--- src/rtl/fifo_write_arbiter_pkg.sv ---
// Shared types and defaults for the FIFO write arbiter: FSM state encoding,
// parameter defaults and a wrap-around increment used for the round-robin pointer.
package fifo_arb_pkg;

  typedef enum logic {
    IDLE = 1'b0,
    BUSY = 1'b1
  } arb_state_t;

  localparam int NUM_REQ_DEFAULT    = 4;
  localparam int DATA_WIDTH_DEFAULT = 8;
  localparam int MAX_BURST_DEFAULT  = 4;

  // Increment modulo n; correct for non-power-of-2 n.
  function automatic int wrap_inc(input int v, input int n);
    return (v + 1 >= n) ? 0 : v + 1;
  endfunction

endpackage

--- src/rtl/fifo_write_arbiter_if.sv ---
// Producer-side valid/ready bundle plus the FIFO write pins and grant status
// shared between the arbiter (slave) and its environment (master).
interface fifo_write_arbiter_if
  import fifo_arb_pkg::*;
#(
  parameter int NUM_REQ    = NUM_REQ_DEFAULT,
  parameter int DATA_WIDTH = DATA_WIDTH_DEFAULT
);
  localparam int GW = $clog2(NUM_REQ);

  // Handshake: a word of producer i transfers in the cycle where
  // req_valid[i] & req_ready[i]; while valid and not ready the producer holds
  // req_data/req_last stable, and dropping valid ends that producer's grant.
  logic [NUM_REQ-1:0]            req_valid;
  logic [NUM_REQ-1:0]            req_last;
  logic [NUM_REQ*DATA_WIDTH-1:0] req_data;
  logic [NUM_REQ-1:0]            req_ready;
  logic                          fifo_wen;
  logic [DATA_WIDTH-1:0]         fifo_in;
  logic                          fifo_is_full;
  logic                          grant_active;
  logic [GW-1:0]                 grant_id;

  modport master (
    output req_valid, req_last, req_data, fifo_is_full,
    input  req_ready, fifo_wen, fifo_in, grant_active, grant_id
  );

  modport slave (
    input  req_valid, req_last, req_data, fifo_is_full,
    output req_ready, fifo_wen, fifo_in, grant_active, grant_id
  );

endinterface

--- src/rtl/fifo_write_arbiter_picker.sv ---
// Combinational round-robin search: first set request bit at or after i_ptr,
// wrapping past NUM_REQ-1 back to 0.
module rr_priority_picker #(
  parameter int NUM_REQ = 4
) (
  input  logic [NUM_REQ-1:0]         i_req,
  input  logic [$clog2(NUM_REQ)-1:0] i_ptr,
  output logic                       o_found,
  output logic [$clog2(NUM_REQ)-1:0] o_idx
);
  localparam int GW = $clog2(NUM_REQ);

  // Walk from the farthest offset down so the nearest hit is written last.
  always_comb begin
    int j;
    j       = 0;
    o_found = 1'b0;
    o_idx   = '0;
    for (int k = NUM_REQ - 1; k >= 0; k--) begin
      j = int'(i_ptr) + k;
      if (j >= NUM_REQ) j = j - NUM_REQ;
      if (i_req[j]) begin
        o_found = 1'b1;
        o_idx   = GW'(j);
      end
    end
  end

endmodule

--- src/rtl/fifo_write_arbiter.sv ---
// Round-robin arbiter sharing one FIFO write port among NUM_REQ producers,
// granting one producer at a time for a burst of at most MAX_BURST words.
module fifo_write_arbiter
  import fifo_arb_pkg::*;
#(
  parameter int NUM_REQ    = NUM_REQ_DEFAULT,
  parameter int DATA_WIDTH = DATA_WIDTH_DEFAULT,
  parameter int MAX_BURST  = MAX_BURST_DEFAULT
) (
  input  logic                 clk,
  input  logic                 rst,
  fifo_write_arbiter_if.slave  bus,
  output arb_state_t           o_state
);
  localparam int GW = $clog2(NUM_REQ);
  localparam int CW = $clog2(MAX_BURST + 1);

  arb_state_t    r_state;
  logic          r_grant_active;
  logic [GW-1:0] r_grant_id;
  logic [GW-1:0] r_rr_ptr;
  logic [CW-1:0] r_burst_cnt;

  logic          w_found;
  logic [GW-1:0] w_pick_idx;
  logic          w_busy;
  logic          w_g_valid;
  logic          w_g_last;
  logic          w_accept;
  logic          w_burst_end;
  logic          w_exit;

  rr_priority_picker #(.NUM_REQ(NUM_REQ)) u_picker (
    .i_req   (bus.req_valid),
    .i_ptr   (r_rr_ptr),
    .o_found (w_found),
    .o_idx   (w_pick_idx)
  );

  assign w_busy      = (r_state == BUSY);
  assign w_g_valid   = bus.req_valid[r_grant_id];
  assign w_g_last    = bus.req_last[r_grant_id];
  assign w_accept    = w_busy & w_g_valid & ~bus.fifo_is_full;
  assign w_burst_end = (r_burst_cnt == CW'(MAX_BURST - 1));
  // A withdrawn grantee releases the port even while the FIFO is full.
  assign w_exit      = w_busy & (~w_g_valid | (w_accept & (w_g_last | w_burst_end)));

  always_comb begin
    bus.req_ready = '0;
    if (w_busy && !bus.fifo_is_full) bus.req_ready[r_grant_id] = 1'b1;
  end

  assign bus.fifo_wen     = w_accept;
  assign bus.fifo_in      = bus.req_data[int'(r_grant_id) * DATA_WIDTH +: DATA_WIDTH];
  assign bus.grant_active = r_grant_active;
  assign bus.grant_id     = r_grant_id;
  assign o_state          = r_state;

  always_ff @(posedge clk) begin
    if (rst) begin
      r_state        <= IDLE;
      r_grant_active <= 1'b0;
      r_grant_id     <= '0;
      r_rr_ptr       <= '0;
      r_burst_cnt    <= '0;
    end else begin
      case (r_state)
        IDLE: begin
          if (w_found) begin
            r_state        <= BUSY;
            r_grant_active <= 1'b1;
            r_grant_id     <= w_pick_idx;
          end
        end
        BUSY: begin
          if (w_exit) begin
            r_state        <= IDLE;
            r_grant_active <= 1'b0;
            r_rr_ptr       <= GW'(wrap_inc(int'(r_grant_id), NUM_REQ));
            r_burst_cnt    <= '0;
          end else if (w_accept) begin
            r_burst_cnt <= r_burst_cnt + CW'(1);
          end
        end
        default: r_state <= IDLE;
      endcase
    end
  end

endmodule

--- src/flat_wrapper.sv ---
// flat-port wrapper written by rule: the top's interface ports become plain ports
module fifo_write_arbiter_flat import fifo_arb_pkg::*;
#(
  parameter int NUM_REQ    = NUM_REQ_DEFAULT,
  parameter int DATA_WIDTH = DATA_WIDTH_DEFAULT,
  parameter int MAX_BURST  = MAX_BURST_DEFAULT
)
  (clk, rst, o_state, bus_req_valid, bus_req_last, bus_req_data, bus_fifo_is_full, bus_req_ready, bus_fifo_wen, bus_fifo_in, bus_grant_active, bus_grant_id);
  fifo_write_arbiter_if #(.NUM_REQ(NUM_REQ), .DATA_WIDTH(DATA_WIDTH)) bus_i ();
  input  logic clk;
  input  logic rst;
  output arb_state_t o_state;
  input wire logic [$bits(bus_i.req_valid)-1:0] bus_req_valid;
  input wire logic [$bits(bus_i.req_last)-1:0] bus_req_last;
  input wire logic [$bits(bus_i.req_data)-1:0] bus_req_data;
  input wire logic [$bits(bus_i.fifo_is_full)-1:0] bus_fifo_is_full;
  output wire logic [$bits(bus_i.req_ready)-1:0] bus_req_ready;
  output wire logic [$bits(bus_i.fifo_wen)-1:0] bus_fifo_wen;
  output wire logic [$bits(bus_i.fifo_in)-1:0] bus_fifo_in;
  output wire logic [$bits(bus_i.grant_active)-1:0] bus_grant_active;
  output wire logic [$bits(bus_i.grant_id)-1:0] bus_grant_id;
  assign bus_i.req_valid = bus_req_valid;
  assign bus_i.req_last = bus_req_last;
  assign bus_i.req_data = bus_req_data;
  assign bus_i.fifo_is_full = bus_fifo_is_full;
  assign bus_req_ready = bus_i.req_ready;
  assign bus_fifo_wen = bus_i.fifo_wen;
  assign bus_fifo_in = bus_i.fifo_in;
  assign bus_grant_active = bus_i.grant_active;
  assign bus_grant_id = bus_i.grant_id;
  fifo_write_arbiter #(.NUM_REQ(NUM_REQ), .DATA_WIDTH(DATA_WIDTH), .MAX_BURST(MAX_BURST)) u_core (.clk(clk), .rst(rst), .bus(bus_i), .o_state(o_state));
endmodule
--- config.mk ---
export PLATFORM = sky130hd
export DESIGN_NAME = fifo_write_arbiter_flat
export DESIGN_NICKNAME = d
export VERILOG_FILES = /design/src/rtl/fifo_write_arbiter_pkg.sv /design/src/rtl/fifo_write_arbiter_if.sv /design/src/rtl/fifo_write_arbiter_picker.sv /design/src/rtl/fifo_write_arbiter.sv /design/src/flat_wrapper.sv
export SDC_FILE = /design/constraint.sdc
export NUM_CORES = 1
export LEC_CHECK = 0
export ABC_AREA = 1
export CAP_MARGIN = 20
export CORE_MARGIN = 2
export CORE_UTILIZATION = 41
export CTS_CLUSTER_DIAMETER = 100
export DETAILED_ROUTE_END_ITERATION = 8
export PLACE_DENSITY_LB_ADDON = 0.3
export SLEW_MARGIN = 20
export SYNTH_ARGS = -nofsm -noshare
export SYNTH_HDL_FRONTEND = slang
export SYNTH_SLANG_ARGS = --single-unit
--- constraint.sdc ---
create_clock -name clk -period 2.1 [get_ports clk]
set_input_delay 0.42 -clock clk [delete_from_list [all_inputs] [get_ports clk]]
set_output_delay 0.42 -clock clk [all_outputs]
set_load 0.005 [all_outputs]
==> metrics.md <==
| Metric | Value |
|---|---|
| Synth Net Count | `about 230` |
| WP data arrival | `around 1.6 ns` |
| Port bufs | `59` |
| IO Pins | `60` |
| Synth Instances | `around 180` |
| Worst VDD drop | `0.000884 V` |
| Final Max Slew Viols | `0` |
| Number of buffers on the longest clock path | `2` |
| Residual DRC count | `0` |
| Clock power frac | `6.6%` |
| Remaining global-route overflow | `0` |
| Seq/Total Area, Yosys | `~17%` |
| CTS tree | `yes` |
| Max layer used | `met4` |
| Slew HR | `between 70% and 80%` |
| Hold-fix buffers at CTS | `0` |
| # placed instances | `approximately 280` |
| Ant. Diodes | `0` |
| Final setup fails | `0` |
| Synth Cell Area | `1060 µm²` |
| Critical path cell sequence | `clkdlybuf4s50_1, nor2_1, o22ai_1, clkdlybuf4s50_1` |
| Int Pwr | `1.10 mW` |
| Initial Utilization | `around 43%` |
| Die area | `~3000 µm²` |
| Yosys top cell area share | `roughly 17%` |
| Hold depth | `1` |
| Hold wc startpoint | `u_core.r_burst_cnt[0]$_SDFFE_PP0P_` |
| Yosys reg bits | `9` |
| Logic pwr share | `between 70 and 80%` |
| Worst Path Required | `1.68 ns` |
| Measured slew at the worst slew-check pin | `0.428 ns` |
| Via count | `about 1400` |
| Crit path top cell by count | `clkdlybuf4s50_1` |
| Area of placed instances | `~1700 µm²` |
| Clock-pin slew on the worst setup and hold paths | `roughly 0.060 ns` |
| Vias in the first global route | `between 1000 and 1500` |
| M1 WL | `between 1000 and 1500 µm` |
| Post-layout util | `between 70% and 80%` |
| Share of cells above drive strength 1 | `19.1%` |
| Leakage Power | `between 0.8 and 0.9 nW` |
| WL/cell | `11.3 µm` |
| P_sw | `roughly 0.94 mW` |
| WL met2 | `about 1500 µm` |
| Min-delay worst type | `flip-flop to flip-flop` |
| Post-route cell area | `around 1800 µm²` |
| CTS H-tree depth | `1` |
| Crit start category | `input port` |
| Post-route minimum period | `2.04 ns` |
| Worst clock skew | `0.00213 ns` |
| Reg2Reg Depth | `8` |
| Initial antenna violation count | `0` |
| Number of distinct library cells after synthesis | `24` |
| Routability cong. | `0.863` |
| Setup ws final | `slightly above 0.06 ns` |
| Die Width | `roughly 55 µm` |
| Die height | `54.8 µm` |
| Skew-Pair Late Insertion Delay | `0.26 ns` |
| Setup crit end kind | `primary output` |
| Fill count | `223` |
| Worst r2r src | `u_core.r_rr_ptr[0]$_SDFFE_PP0P_` |
| Drt total wl | `approximately 3200 µm` |
| Net Sw Frac | `46.1%` |
| Count of warnings emitted by yosys | `0` |
| Floorplan core area | `about 2500 µm²` |
| Critical Path Start | `bus_req_data[26]` |
| First-pass GRT wire length | `roughly 4600 µm` |
| WHS | `a little under 0.5 ns` |
| Vias per inst | `about 4.7` |
| Largest net degree at the start of global routing | `17` |
| Max incr delay on CP | `around 0.52 ns` |
| Synthesized area per cell | `a little under 6 µm²` |
| Area contributors post-synth | `dfxtp_1 (17%), nand2_1 (15%), nor2_1 (11%)` |
| P per Cell Area | `~1100 nW/µm²` |
| Final Net Count | `between 300 and 400` |
| Remaining antenna violation count after routing | `0` |
| Cell row count | `18` |
| Post-Layout Cell Count | `between 200 and 300` |
| Crit path max fanout | `1` |
| Slowest cell on crit path | `clkdlybuf4s50_1` |
| Sequential share of power | `14.7%` |
| Tcrit/Tclk final | `a little over nine tenths` |
| Largest area contributor in the netlist | `dfxtp_1` |
| 1st-pass router iterations | `4` |
| Fmax | `~0.49 GHz` |
| DP Wirelength | `between 2000 and 2500 µm` |
| GRT Resource Usage Total | `20.8%` |
| Root Buffer Master | `clkbuf_4` |
| Final hold vios | `0` |
| Area growth from synthesis to layout | `71.9%` |
| Clock Sinks | `9` |
| TritonCTS buffer count | `3` |
| Pre-CTS setup slack | `-0.128 ns` |
| Max Cap Viol | `0` |
| Routed length on met3 | `approximately 350 µm` |
| Crit Path Category | `input port to primary output` |
| Iteration-0 DRC count of the detailed router | `14` |
| Status | `complete, no violations` |
critical path, delay by kind of cell:
family / cells / cell delay (ns)
simple gates: 1 / 0.06
compound gates: 1 / 0.16
buf+inv: 2 / 0.98
metrics by stage:
| step | power (mW) | setup TNS (ns) |
|---|---|---|
| after global placement | 1.79 | -0.119 |
| after global routing | 2.25 | -0.0360 |
| after CTS | 1.99 | 0 |
| after floorplan | 1.25 | 0 |
| after detailed placement | 1.81 | -0.154 |
| final | 2.04 | 0 |
cell usage in the layout, fill, tap and decap left out, drive strengths merged, types with 2 or more instances in the layout:
cell type and count:
a21oi 5, and2 2, buf 18, clkbuf 4, clkdlybuf4s50 53, dfxtp 9, dlygate4sd2 2, dlymetal6s2s 4
ha 6, inv 22, nand2 56, nand3 12, nor2 33, o21ai 18, o22ai 8
power groups by stage:
stage                     Clock (mW)  Combinational [mW]  Sequential, mW
after global routing           0.153                1.80           0.304
final                          0.135                1.60           0.299
after global placement             0                1.51           0.285
after floorplan                    0               0.966           0.282
after CTS                      0.138                1.56           0.293
after detailed placement           0                1.52           0.288
worst paths after layout:
kind	end	slack, ns
hold / removal	u_core.r_burst_cnt[0]$_SDFFE_PP0P_	0.48
setup / recovery	bus_fifo_in[2]	0.06
setup reg to reg	u_core.bus.grant_id[0]$_SDFFE_PP0P_	0.56
hold reg to reg	u_core.r_burst_cnt[0]$_SDFFE_PP0P_	0.48
timing repair:
action	CTS	global route
setup endpoints to repair	6	11
hold endpoints to repair	0	0
resized for setup	7	9
setup buffers	1	4
pin swaps	1	1
cell families after synthesis:
family / count (synthesis) / synth area share, %
adder cells (fa/ha/maj): 6 / 7.09
AND/OR/NAND/NOR: 104 / 43.1
buffers and inverters: 30 / 14.2
flip-flops: 9 / 17.0
AO/OA/AOI/OAI: 34 / 18.6
state kept, by name (all words and copies together) (netlist names):
register,cells
u_core.bus.grant_id,2
u_core.bus.grant_active,1
u_core.r_rr_ptr,2
u_core.r_burst_cnt,3
u_core.o_state,1
area by class of cell:
| cell class | count | area (µm²) | share of cell area [%] |
|---|---|---|---|
| Timing Repair Buffer | 77 | 744 | 40.9 |
| Multi-Input combinational cell | 144 | 733 | 40.3 |
| Sequential cell | 9 | 181 | 9.97 |
| Inverter | 23 | 96.3 | 5.30 |
| Tap cell | 30 | 37.5 | 2.06 |
| Clock buffer | 4 | 26.3 | 1.44 |
layer usage:
metal,up-vias,GRT usage (%)
li1,731,-
met1,570,23.7
met2,49,37.5
met3,2,5.74
met4,0,5.42
met5,-,0
cell usage after synthesis:
cell type	n
o21ai_0	17
nand2_2	12
dfxtp_1	9
o21a_1	1
inv_1	17
a21oi_1	4
a21o_1	1
nand2_4	1
inv_6	1
ha_1	6
o21ai_1	1
o22ai_1	8
buf_6	4
a21oi_2	1
nor2_1	30
and2_1	2
a211oi_2	1
nand3_1	12
nor3_1	1
buf_2	2
clkbuf_1	1
nor2_2	3
inv_2	5
nand2_1	43
No activity file was read; power rests on OpenSTA's default activity.
